### config.mk
export PLATFORM = sky130hd
export DESIGN_NAME = program_loader_flat
export DESIGN_NICKNAME = d
export VERILOG_FILES = /design/src/rtl/program_loader_if.sv /design/src/rtl/program_loader.sv /design/src/flat_wrapper.sv
export SDC_FILE = /design/constraint.sdc
export NUM_CORES = 1
export LEC_CHECK = 0
export CAP_MARGIN = 20
export CORE_MARGIN = 1.5
export CORE_UTILIZATION = 59
export CTS_BUF_LIST = sky130_fd_sc_hd__clkbuf_8
export DETAILED_ROUTE_END_ITERATION = 10
export PLACE_DENSITY = 0.85
export SLEW_MARGIN = 15
export SYNTH_ARGS = -nofsm -noshare
export SYNTH_HDL_FRONTEND = slang
export SYNTH_SLANG_ARGS = --single-unit
### constraint.sdc
create_clock -name i_clk -period 2.5 [get_ports i_clk]
set_input_delay 0.75 -clock i_clk [delete_from_list [all_inputs] [get_ports i_clk]]
set_output_delay 0.75 -clock i_clk [all_outputs]
set_load 0.02 [all_outputs]
### src/rtl/program_loader_if.sv
// Bus bundle between the serial byte source, the program loader and the
// instruction memory / core control.
//   i_rx_valid, i_rx_data : received byte strobe and value (source -> loader)
//   o_wr_en, o_wr_addr,
//   o_wr_data             : instruction memory write port (loader -> memory)
//   o_hold                : core halt request
//   o_done                : one-cycle pulse on a verified frame
//   o_error               : sticky checksum / timeout error
// master drives the byte stream and observes the loader; slave is the loader.
interface program_loader_if #(
  parameter int unsigned ADDR_WIDTH = 8
);
  logic                  i_rx_valid;
  logic [7:0]            i_rx_data;
  logic                  o_wr_en;
  logic [ADDR_WIDTH-1:0] o_wr_addr;
  logic [15:0]           o_wr_data;
  logic                  o_hold;
  logic                  o_done;
  logic                  o_error;

  modport master (
    output i_rx_valid, i_rx_data,
    input  o_wr_en, o_wr_addr, o_wr_data, o_hold, o_done, o_error
  );

  modport slave (
    input  i_rx_valid, i_rx_data,
    output o_wr_en, o_wr_addr, o_wr_data, o_hold, o_done, o_error
  );
endinterface

### src/rtl/program_loader.sv
// Boot-time instruction loader. Parses frames of the form
//   0xA5, LEN, LEN x {hi, lo}, CHK
// from a byte stream, writes each 16-bit word into instruction memory at
// consecutive addresses starting from 0, and holds the core halted until the
// frame checksum (mod-256 sum of the data bytes) verifies.
// Ports:
//   i_clk   : clock, rising edge
//   i_rst_n : asynchronous active-low reset
//   bus     : program_loader_if.slave (byte input, memory write port,
//             o_hold / o_done / o_error status)
module program_loader #(
  parameter int unsigned ADDR_WIDTH     = 8,
  parameter int unsigned TIMEOUT_CYCLES = 100000,
  parameter bit          BOOT_HOLD      = 1'b0
) (
  input logic             i_clk,
  input logic             i_rst_n,
  program_loader_if.slave bus
);

  localparam int unsigned TmoW   = $clog2(TIMEOUT_CYCLES + 1);
  localparam logic [7:0]  Header = 8'hA5;

  typedef enum logic [2:0] {StIdle, StLen, StDataHi, StDataLo, StCheck} state_e;

  state_e                state_q;
  logic [7:0]            hi_q;
  logic [7:0]            acc_q;
  logic [8:0]            words_q;  // 9 bits so LEN=0 can mean 256
  logic [ADDR_WIDTH-1:0] addr_q;
  logic [TmoW-1:0]       tmo_q;
  logic                  wr_en_q;
  logic [ADDR_WIDTH-1:0] wr_addr_q;
  logic [15:0]           wr_data_q;
  logic                  hold_q;
  logic                  done_q;
  logic                  error_q;
  logic                  expire;

  // Expiry only counts when no byte arrives; a byte on the expiry cycle wins.
  assign expire = (state_q != StIdle) && !bus.i_rx_valid &&
                  (tmo_q == TmoW'(TIMEOUT_CYCLES - 1));

  always_ff @(posedge i_clk or negedge i_rst_n) begin
    if (!i_rst_n) begin
      state_q   <= StIdle;
      hi_q      <= '0;
      acc_q     <= '0;
      words_q   <= '0;
      addr_q    <= '0;
      tmo_q     <= '0;
      wr_en_q   <= 1'b0;
      wr_addr_q <= '0;
      wr_data_q <= '0;
      hold_q    <= BOOT_HOLD;
      done_q    <= 1'b0;
      error_q   <= 1'b0;
    end else begin
      wr_en_q <= 1'b0;
      done_q  <= 1'b0;

      if (state_q == StIdle || bus.i_rx_valid || expire) begin
        tmo_q <= '0;
      end else begin
        tmo_q <= tmo_q + TmoW'(1);
      end

      if (bus.i_rx_valid) begin
        unique case (state_q)
          StIdle: begin
            if (bus.i_rx_data == Header) begin
              state_q <= StLen;
              hold_q  <= 1'b1;
              error_q <= 1'b0;
              acc_q   <= '0;
              addr_q  <= '0;
            end
          end
          StLen: begin
            words_q <= {(bus.i_rx_data == 8'h00), bus.i_rx_data};
            state_q <= StDataHi;
          end
          StDataHi: begin
            hi_q    <= bus.i_rx_data;
            acc_q   <= acc_q + bus.i_rx_data;
            state_q <= StDataLo;
          end
          StDataLo: begin
            acc_q     <= acc_q + bus.i_rx_data;
            wr_en_q   <= 1'b1;
            wr_addr_q <= addr_q;
            wr_data_q <= {hi_q, bus.i_rx_data};
            addr_q    <= addr_q + ADDR_WIDTH'(1);
            words_q   <= words_q - 9'd1;
            state_q   <= (words_q == 9'd1) ? StCheck : StDataHi;
          end
          StCheck: begin
            if (bus.i_rx_data == acc_q) begin
              done_q <= 1'b1;
              hold_q <= 1'b0;
            end else begin
              // Memory is partially overwritten: keep the core halted.
              error_q <= 1'b1;
            end
            state_q <= StIdle;
          end
          default: state_q <= StIdle;
        endcase
      end else if (expire) begin
        error_q <= 1'b1;
        state_q <= StIdle;
      end
    end
  end

  assign bus.o_wr_en   = wr_en_q;
  assign bus.o_wr_addr = wr_addr_q;
  assign bus.o_wr_data = wr_data_q;
  assign bus.o_hold    = hold_q;
  assign bus.o_done    = done_q;
  assign bus.o_error   = error_q;

endmodule
### src/flat_wrapper.sv
// flat-port wrapper written by rule: the top's interface ports become plain ports
module program_loader_flat 
#(
  parameter int unsigned ADDR_WIDTH     = 8,
  parameter int unsigned TIMEOUT_CYCLES = 100000,
  parameter bit          BOOT_HOLD      = 1'b0
)
  (i_clk, i_rst_n, bus_i_rx_valid, bus_i_rx_data, bus_o_wr_en, bus_o_wr_addr, bus_o_wr_data, bus_o_hold, bus_o_done, bus_o_error);
  program_loader_if #(.ADDR_WIDTH(ADDR_WIDTH)) bus_i ();
  input logic i_clk;
  input logic i_rst_n;
  input wire logic [$bits(bus_i.i_rx_valid)-1:0] bus_i_rx_valid;
  input wire logic [$bits(bus_i.i_rx_data)-1:0] bus_i_rx_data;
  output wire logic [$bits(bus_i.o_wr_en)-1:0] bus_o_wr_en;
  output wire logic [$bits(bus_i.o_wr_addr)-1:0] bus_o_wr_addr;
  output wire logic [$bits(bus_i.o_wr_data)-1:0] bus_o_wr_data;
  output wire logic [$bits(bus_i.o_hold)-1:0] bus_o_hold;
  output wire logic [$bits(bus_i.o_done)-1:0] bus_o_done;
  output wire logic [$bits(bus_i.o_error)-1:0] bus_o_error;
  assign bus_i.i_rx_valid = bus_i_rx_valid;
  assign bus_i.i_rx_data = bus_i_rx_data;
  assign bus_o_wr_en = bus_i.o_wr_en;
  assign bus_o_wr_addr = bus_i.o_wr_addr;
  assign bus_o_wr_data = bus_i.o_wr_data;
  assign bus_o_hold = bus_i.o_hold;
  assign bus_o_done = bus_i.o_done;
  assign bus_o_error = bus_i.o_error;
  program_loader #(.ADDR_WIDTH(ADDR_WIDTH), .TIMEOUT_CYCLES(TIMEOUT_CYCLES), .BOOT_HOLD(BOOT_HOLD)) u_core (.i_clk(i_clk), .i_rst_n(i_rst_n), .bus(bus_i));
endmodule
==> flow_summary.toml, run 1 <==
[drt]
viasPerCell = 5.990
routedWlPerCell_um = 16.44
via_count = 3462
drtAntennaViolNets = 0
initialDrtViolationCount = 305
routed_wl_mm = 9.505
drc = 2
dr.pass1.iters = 7

[cts]
postCtsHoldBufs = 0
post_cts_buffers = 0
clockBufferDepth = 2
cts_tree = "done"
clock-root-buffer = "clkbuf_8"
cts.sinks = 81
numCtsBuffers = 9
htreeDepth = 3
clk_latency_ns = 0.37
path_clk_slew_ns = 0.08

[yosys]
yosys_warnings = 0
yosysTopAreaCell = "dfrtp_1"
synth_top_area_share = 0.5075
ys_async_sr_fraction = 1.000
synth_nets = 450
synth_edf_count = 0
synthTopCellsByArea = "dfrtp_1, nand2_1, o21ai_0"
ys_seq_area_frac = 0.5075
yosysUniqueCellTypes = 52
syn_inst = 427
ys_seq_elements = 81
synth_top_flop_cell = "dfrtp_1"
syn_area_um2 = 3994
syn_avg_cell_area_um2 = 9.353

[finish]
syn_to_final_growth_pct = 22.74
fin_util = 0.7590
drive_above_1_share = 0.1497
layout.nets = 519
final_cell_mix = "nand2_1, dfrtp_1, nor2_1"
antenna_cells = 0
final_common_cell = "nand2_1"
final_area_um2 = 4902

[setup_path]
crit_type = "primary input to flop"
cp-start-kind = "primary input"
required_ns = 2.75
cp_max_fo = 4
end_kind = "flop"
arrival_ns = 2.70

[grt]
grt_antenna_before_repair = 0
grt_pass1_vias = 3387
grt_start_max_net_pins = 45
grt.total_usage = 0.2873
grt_pass1_wl_mm = 16.22
grt_overflow_total = 0

[timing]
finalHoldViolCount = 0
tightest_slew_ns = 0.5630
post-route-period-util = 0.9799
finalSetupViolCount = 0
finClkSkew_ns = 0.01504
post-route-min-period_ns = 2.450
slew_viol_final = 0
timing.fmax_mhz = 408.2
slew_headroom = 0.6247

[floorplan]
die_w_um = 85.28
core-area_um2 = 6459
start_util = 0.6184
dieHeight_um = 85.28
rows = 29
dieArea_um2 = 7272
io-pin-count = 39

[status]
violations = "design-rule violations"
outcome = "finished with violations"

[hold_path]
min_path_type = "primary input to async pin"

[placement]
dp_hpwl_mm = 6.761
globalplace.congestion = 0.8916
post_dp_cell_area_um2 = 4692
io_buffers = 38

[pwr]
cellPowerDensity_nw_per_um2 = 1020
vdd_drop_max_uv = 603.7
leakagePower_nw = 2.232

[flow_run]
cap_violations = 0
==> logic make-up after synthesis <==
kind of cell    share of synthesized area
flops                              0.5075
buf+inv                           0.03102
compound gates                     0.1206
fa+ha+maj                         0.03947
simple gates                       0.2343
xor+xnor                          0.04167
mux                               0.02538
==> final timing paths <==
path / from / to / slack [ns] / cells after the start
max in group asynchronous: i_rst_n / u_core.acc_q[7]$_DFFE_PN0P_ / 1.54 / 2
worst max-delay path: bus_i_rx_data[1] / u_core.bus.o_error$_DFFE_PN0P_ / 0.05 / 8
worst max register to register: u_core.state_q[2]$_DFFE_PN0P_ / u_core.addr_q[7]$_DFFE_PN0P_ / 0.43 / 5
min in group i_clk: u_core.hi_q[3]$_DFFE_PN0P_ / u_core.bus.o_wr_data[11]$_DFFE_PN0P_ / 0.47 / 2
worst min register to register: u_core.hi_q[3]$_DFFE_PN0P_ / u_core.bus.o_wr_data[11]$_DFFE_PN0P_ / 0.47 / 2
worst min-delay path: i_rst_n / u_core.bus.o_wr_addr[0]$_DFFE_PN0P_ / 0.36 / 1
==> flip-flops by register name, indices dropped and copies added, names as in the netlist, 3 cells and up <==
name	count
u_core.tmo_q	17
u_core.bus.o_wr_data	16
u_core.words_q	9
u_core.acc_q	8
u_core.addr_q	8
u_core.bus.o_wr_addr	8
u_core.hi_q	8
u_core.state_q	3
==> worst max-delay path, cell delays in order <==
cell and delay, ns:
clkdlybuf4s50_1 0.42, buf_4 0.16, ha_1 0.32, nor4_1 0.44, nand4_1 0.18, nor2_1 0.17
a21oi_1 0.07, o21a_1 0.18
==> final cells by class <==
type	instances	area [um2]
clock buffer	9	123.9
clock inverter	7	72.57
fill	435	1556
inverter	12	45.04
multi-input combinational	317	1857
sequential	81	2027
tap	77	96.34
timing repair buffer	75	680.7
==> report_power, final <==
part | switching, W | internal, W
Sequential | 0.000325 | 0.00171
Combinational | 0.00108 | 0.000914
Clock | 0.000511 | 0.000461
Total | 0.00192 | 0.00308
==> per-stage QoR <==
stage	hold slack (ns)	power, W	setup WS [ns]	TNS [ns]	std cells
floorplan	0.4329	0.003241	0.2342	0	427
finish	0.3644	0.005002	0.05035	0	578
global route	0.4100	0.005303	-0.007328	-0.007933	578
detailed placement	0.4574	0.004013	-0.2796	-3.091	562
CTS	0.3946	0.004982	0.04560	0	578
global placement	0.4458	0.003892	-0.2373	-1.926	562
==> synth_stat cells, types with 3 or more instances <==
cell type   n
nand4_1     9
xnor2_1     6
clkbuf_1   13
nand3_1    13
or3_1       5
nor2_1     38
xor2_1     13
nor3b_1     3
dfrtp_1    81
o21ai_0    31
o211ai_1    3
nand3b_1    3
and3_1      4
nor3_1     11
o21a_1      4
inv_1      12
a21oi_1    18
ha_1       11
mux2_2      9
a211oi_1    3
nand2_1    93
==> per-layer routing <==
| layer | routed length, um | global-route usage |
|---|---|---|
| met1 | 4021 | 0.3819 |
| met5 | 0 | 0 |
| met4 | 266 | 0.1408 |
| met3 | 594 | 0.05739 |
| met2 | 4623 | 0.4531 |
==> timing repair <==
action / in CTS / in global routing
endpoints found under the setup margin: 0 / 3
hold endpoints to repair: 0 / 0
resized for setup: 0 / 4
Power figures use the tool's default switching activity.
==> inputs of run 2 (changes only) <==
--- a/config.mk
+++ b/config.mk
@@ -6,9 +6,11 @@
 export NUM_CORES = 1
 export LEC_CHECK = 0
 export CAP_MARGIN = 20
+export CORE_ASPECT_RATIO = 1.1
 export CORE_MARGIN = 1.5
 export CORE_UTILIZATION = 59
 export CTS_BUF_LIST = sky130_fd_sc_hd__clkbuf_8
+export CTS_CLUSTER_DIAMETER = 150
 export DETAILED_ROUTE_END_ITERATION = 10
 export PLACE_DENSITY = 0.85
 export SLEW_MARGIN = 15
==> constraint.sdc (replaced) <==
create_clock -name i_clk -period 2.5 [get_ports i_clk]
set_input_delay 0.75 -clock i_clk [delete_from_list [all_inputs] [get_ports i_clk]]
set_output_delay 0.75 -clock i_clk [all_outputs]
set_load 0.1 [all_outputs]
==> flow_summary.toml, run 2 (synthesis results as in run 1) <==
[finish]
syn_to_final_growth_pct = 21.68
finalNonFillerCells = 587
largest-register = "u_core.tmo_q"
final_common_cell = "nand2_1"
layout.nets = 523
drive_above_1_share = 0.2079
final_cell_mix = "nand2_1, dfrtp_1, buf_4"
largest_reg_flops = 17
fillers = 467
fin_util = 0.7414
antenna_cells = 0

[cts]
postCtsHoldBufs = 0
clk_latency_ns = 0.37
path_clk_slew_ns = 0.09
htreeDepth = 3
clock-root-buffer = "clkbuf_8"
numCtsBuffers = 9
cts_tree = "done"
clockBufferDepth = 2
cts.sinks = 81

[setup_path]
crit_type = "primary input to flop"
cp-start-kind = "primary input"
end_kind = "flop"
timing.rr.start = "u_core.state_q[2]$_DFFE_PN0P_"
startpoint = "bus_i_rx_data[1]"
required_ns = 2.78
arrival_ns = 2.73
cp_max_fo = 5

[timing]
whs_ns = 0.3068
timing.fmax_mhz = 407.8
tightest_slew_ns = 0.4748
finalHoldViolCount = 0
slew_headroom = 0.6827
post-route-period-util = 0.9809
finalSetupViolCount = 0
rsz0062_at_grt = "no"
finClkSkew_ns = 0.009014
post-route-min-period_ns = 2.452
slew_viol_final = 0

[drt]
initialDrtViolationCount = 341
drc = 0
via_count = 3542
dr.pass1.iters = 5
routed_wl_mm = 10.07
routedWlPerCell_um = 17.16
drtAntennaViolNets = 0
viasPerCell = 6.034

[grt]
grt_overflow_total = 0
grt_start_max_net_pins = 51
grt_pass1_vias = 3451
grt.total_usage = 0.2895
grt_antenna_before_repair = 0
grt_pass1_wl_mm = 15.73

[pwr]
p_switching_w = 0.002867
combPwrFrac = 0.484
seqPwrFrac = 0.343
p_int_w = 0.003081
cellPowerDensity_nw_per_um2 = 1224
switching_share = 0.4820
leakagePower_nw = 2.294
clock_power_share = 0.173
vdd_drop_max_uv = 838.9

[hold_path]
min_path_type = "primary input to async pin"

[floorplan]
die_w_um = 81.45
dieArea_um2 = 7272
dieHeight_um = 89.29
rows = 31
io-pin-count = 39
start_util = 0.6093
core-area_um2 = 6555

[placement]
globalplace.congestion = 0.8780
dp_hpwl_mm = 6.741
io_buffers = 38
dp.cells = 569

[status]
outcome = "finished clean"

[flow_run]
cap_violations = 0
==> run 2: cell count changes in the layout (fill, tap and decap cells not counted), sizes merged, moves of 2 or more <==
cell	previous run	this run
buf	38	70
clkinv	4	0
clkdlybuf4s50	37	8
inv	13	15
==> run 2: layer usage <==
metal / routed length (um) / GRT usage / vias up
li1: - / - / 1623
met1: 4065 / 0.3596 / 1743
met2: 5156 / 0.4869 / 143
met3: 581 / 0.07041 / 33
met4: 269 / 0.1129 / 0
met5: 0 / 0 / -
==> run 2: final cells by class <==
class,count,area [um2],share of cell area
sequential,81,2027,0.4171
timing repair buffer,79,630.6,0.1298
tap,82,102.6,0.02111
clock buffer,10,137.6,0.02832
multi-input combinational,317,1843,0.3792
clock inverter,6,73.82,0.01519
inverter,12,45.04,0.009269
==> run 2: through the flow <==
stage	setup slack [ns]	cell area, um2	total power, W	TNS [ns]
2_1_floorplan	0.2342	3994	0.004135	0
3_3_place_gp	-0.2318	4631	0.004762	-2.217
4_1_cts	0.07565	4842	0.005912	0
5_1_grt	0.007119	4860	0.006265	0
6_report	0.04784	4860	0.005948	0
3_5_place_dp	-0.2808	4631	0.004869	-3.702
==> run 2: power by group through the flow <==
stage | Combinational (W) | Clock (W) | Sequential, W
finish | 0.00288 | 0.00103 | 0.00204
global route | 0.00308 | 0.00110 | 0.00209
CTS | 0.00285 | 0.00104 | 0.00202
detailed placement | 0.00283 | 0 | 0.00204
global placement | 0.00275 | 0 | 0.00201
floorplan | 0.00112 | 0 | 0.00301
==> run 2: timing repair <==
| action | 4_1_cts | 5_1_grt |
|---|---|---|
| endpoints found under the setup margin | 0 | 2 |
| gates resized for setup | 0 | 1 |
| setup buffers | 0 | 2 |
==> run 2: worst paths after layout <==
check                                          endpoint  slack (ns)  depth (start not counted)
min in group i_clk            u_core.tmo_q[0]$_DFF_PN0_        0.46                          1
max in group asynchronous   u_core.acc_q[2]$_DFFE_PN0P_        1.60                          2
max reg2reg                u_core.addr_q[6]$_DFFE_PN0P_        0.34                          5
min                          u_core.tmo_q[15]$_DFF_PN0_        0.31                          1
min reg2reg                   u_core.tmo_q[0]$_DFF_PN0_        0.46                          1
max                        u_core.addr_q[6]$_DFFE_PN0P_        0.05                          6
==> run 2: critical path, cell delays in order <==
cell and delay, ns:
clkdlybuf4s50_1 0.42, or4_4 0.60, o31ai_4 0.23, nand4_2 0.16, or3_1 0.35, a21oi_1 0.21
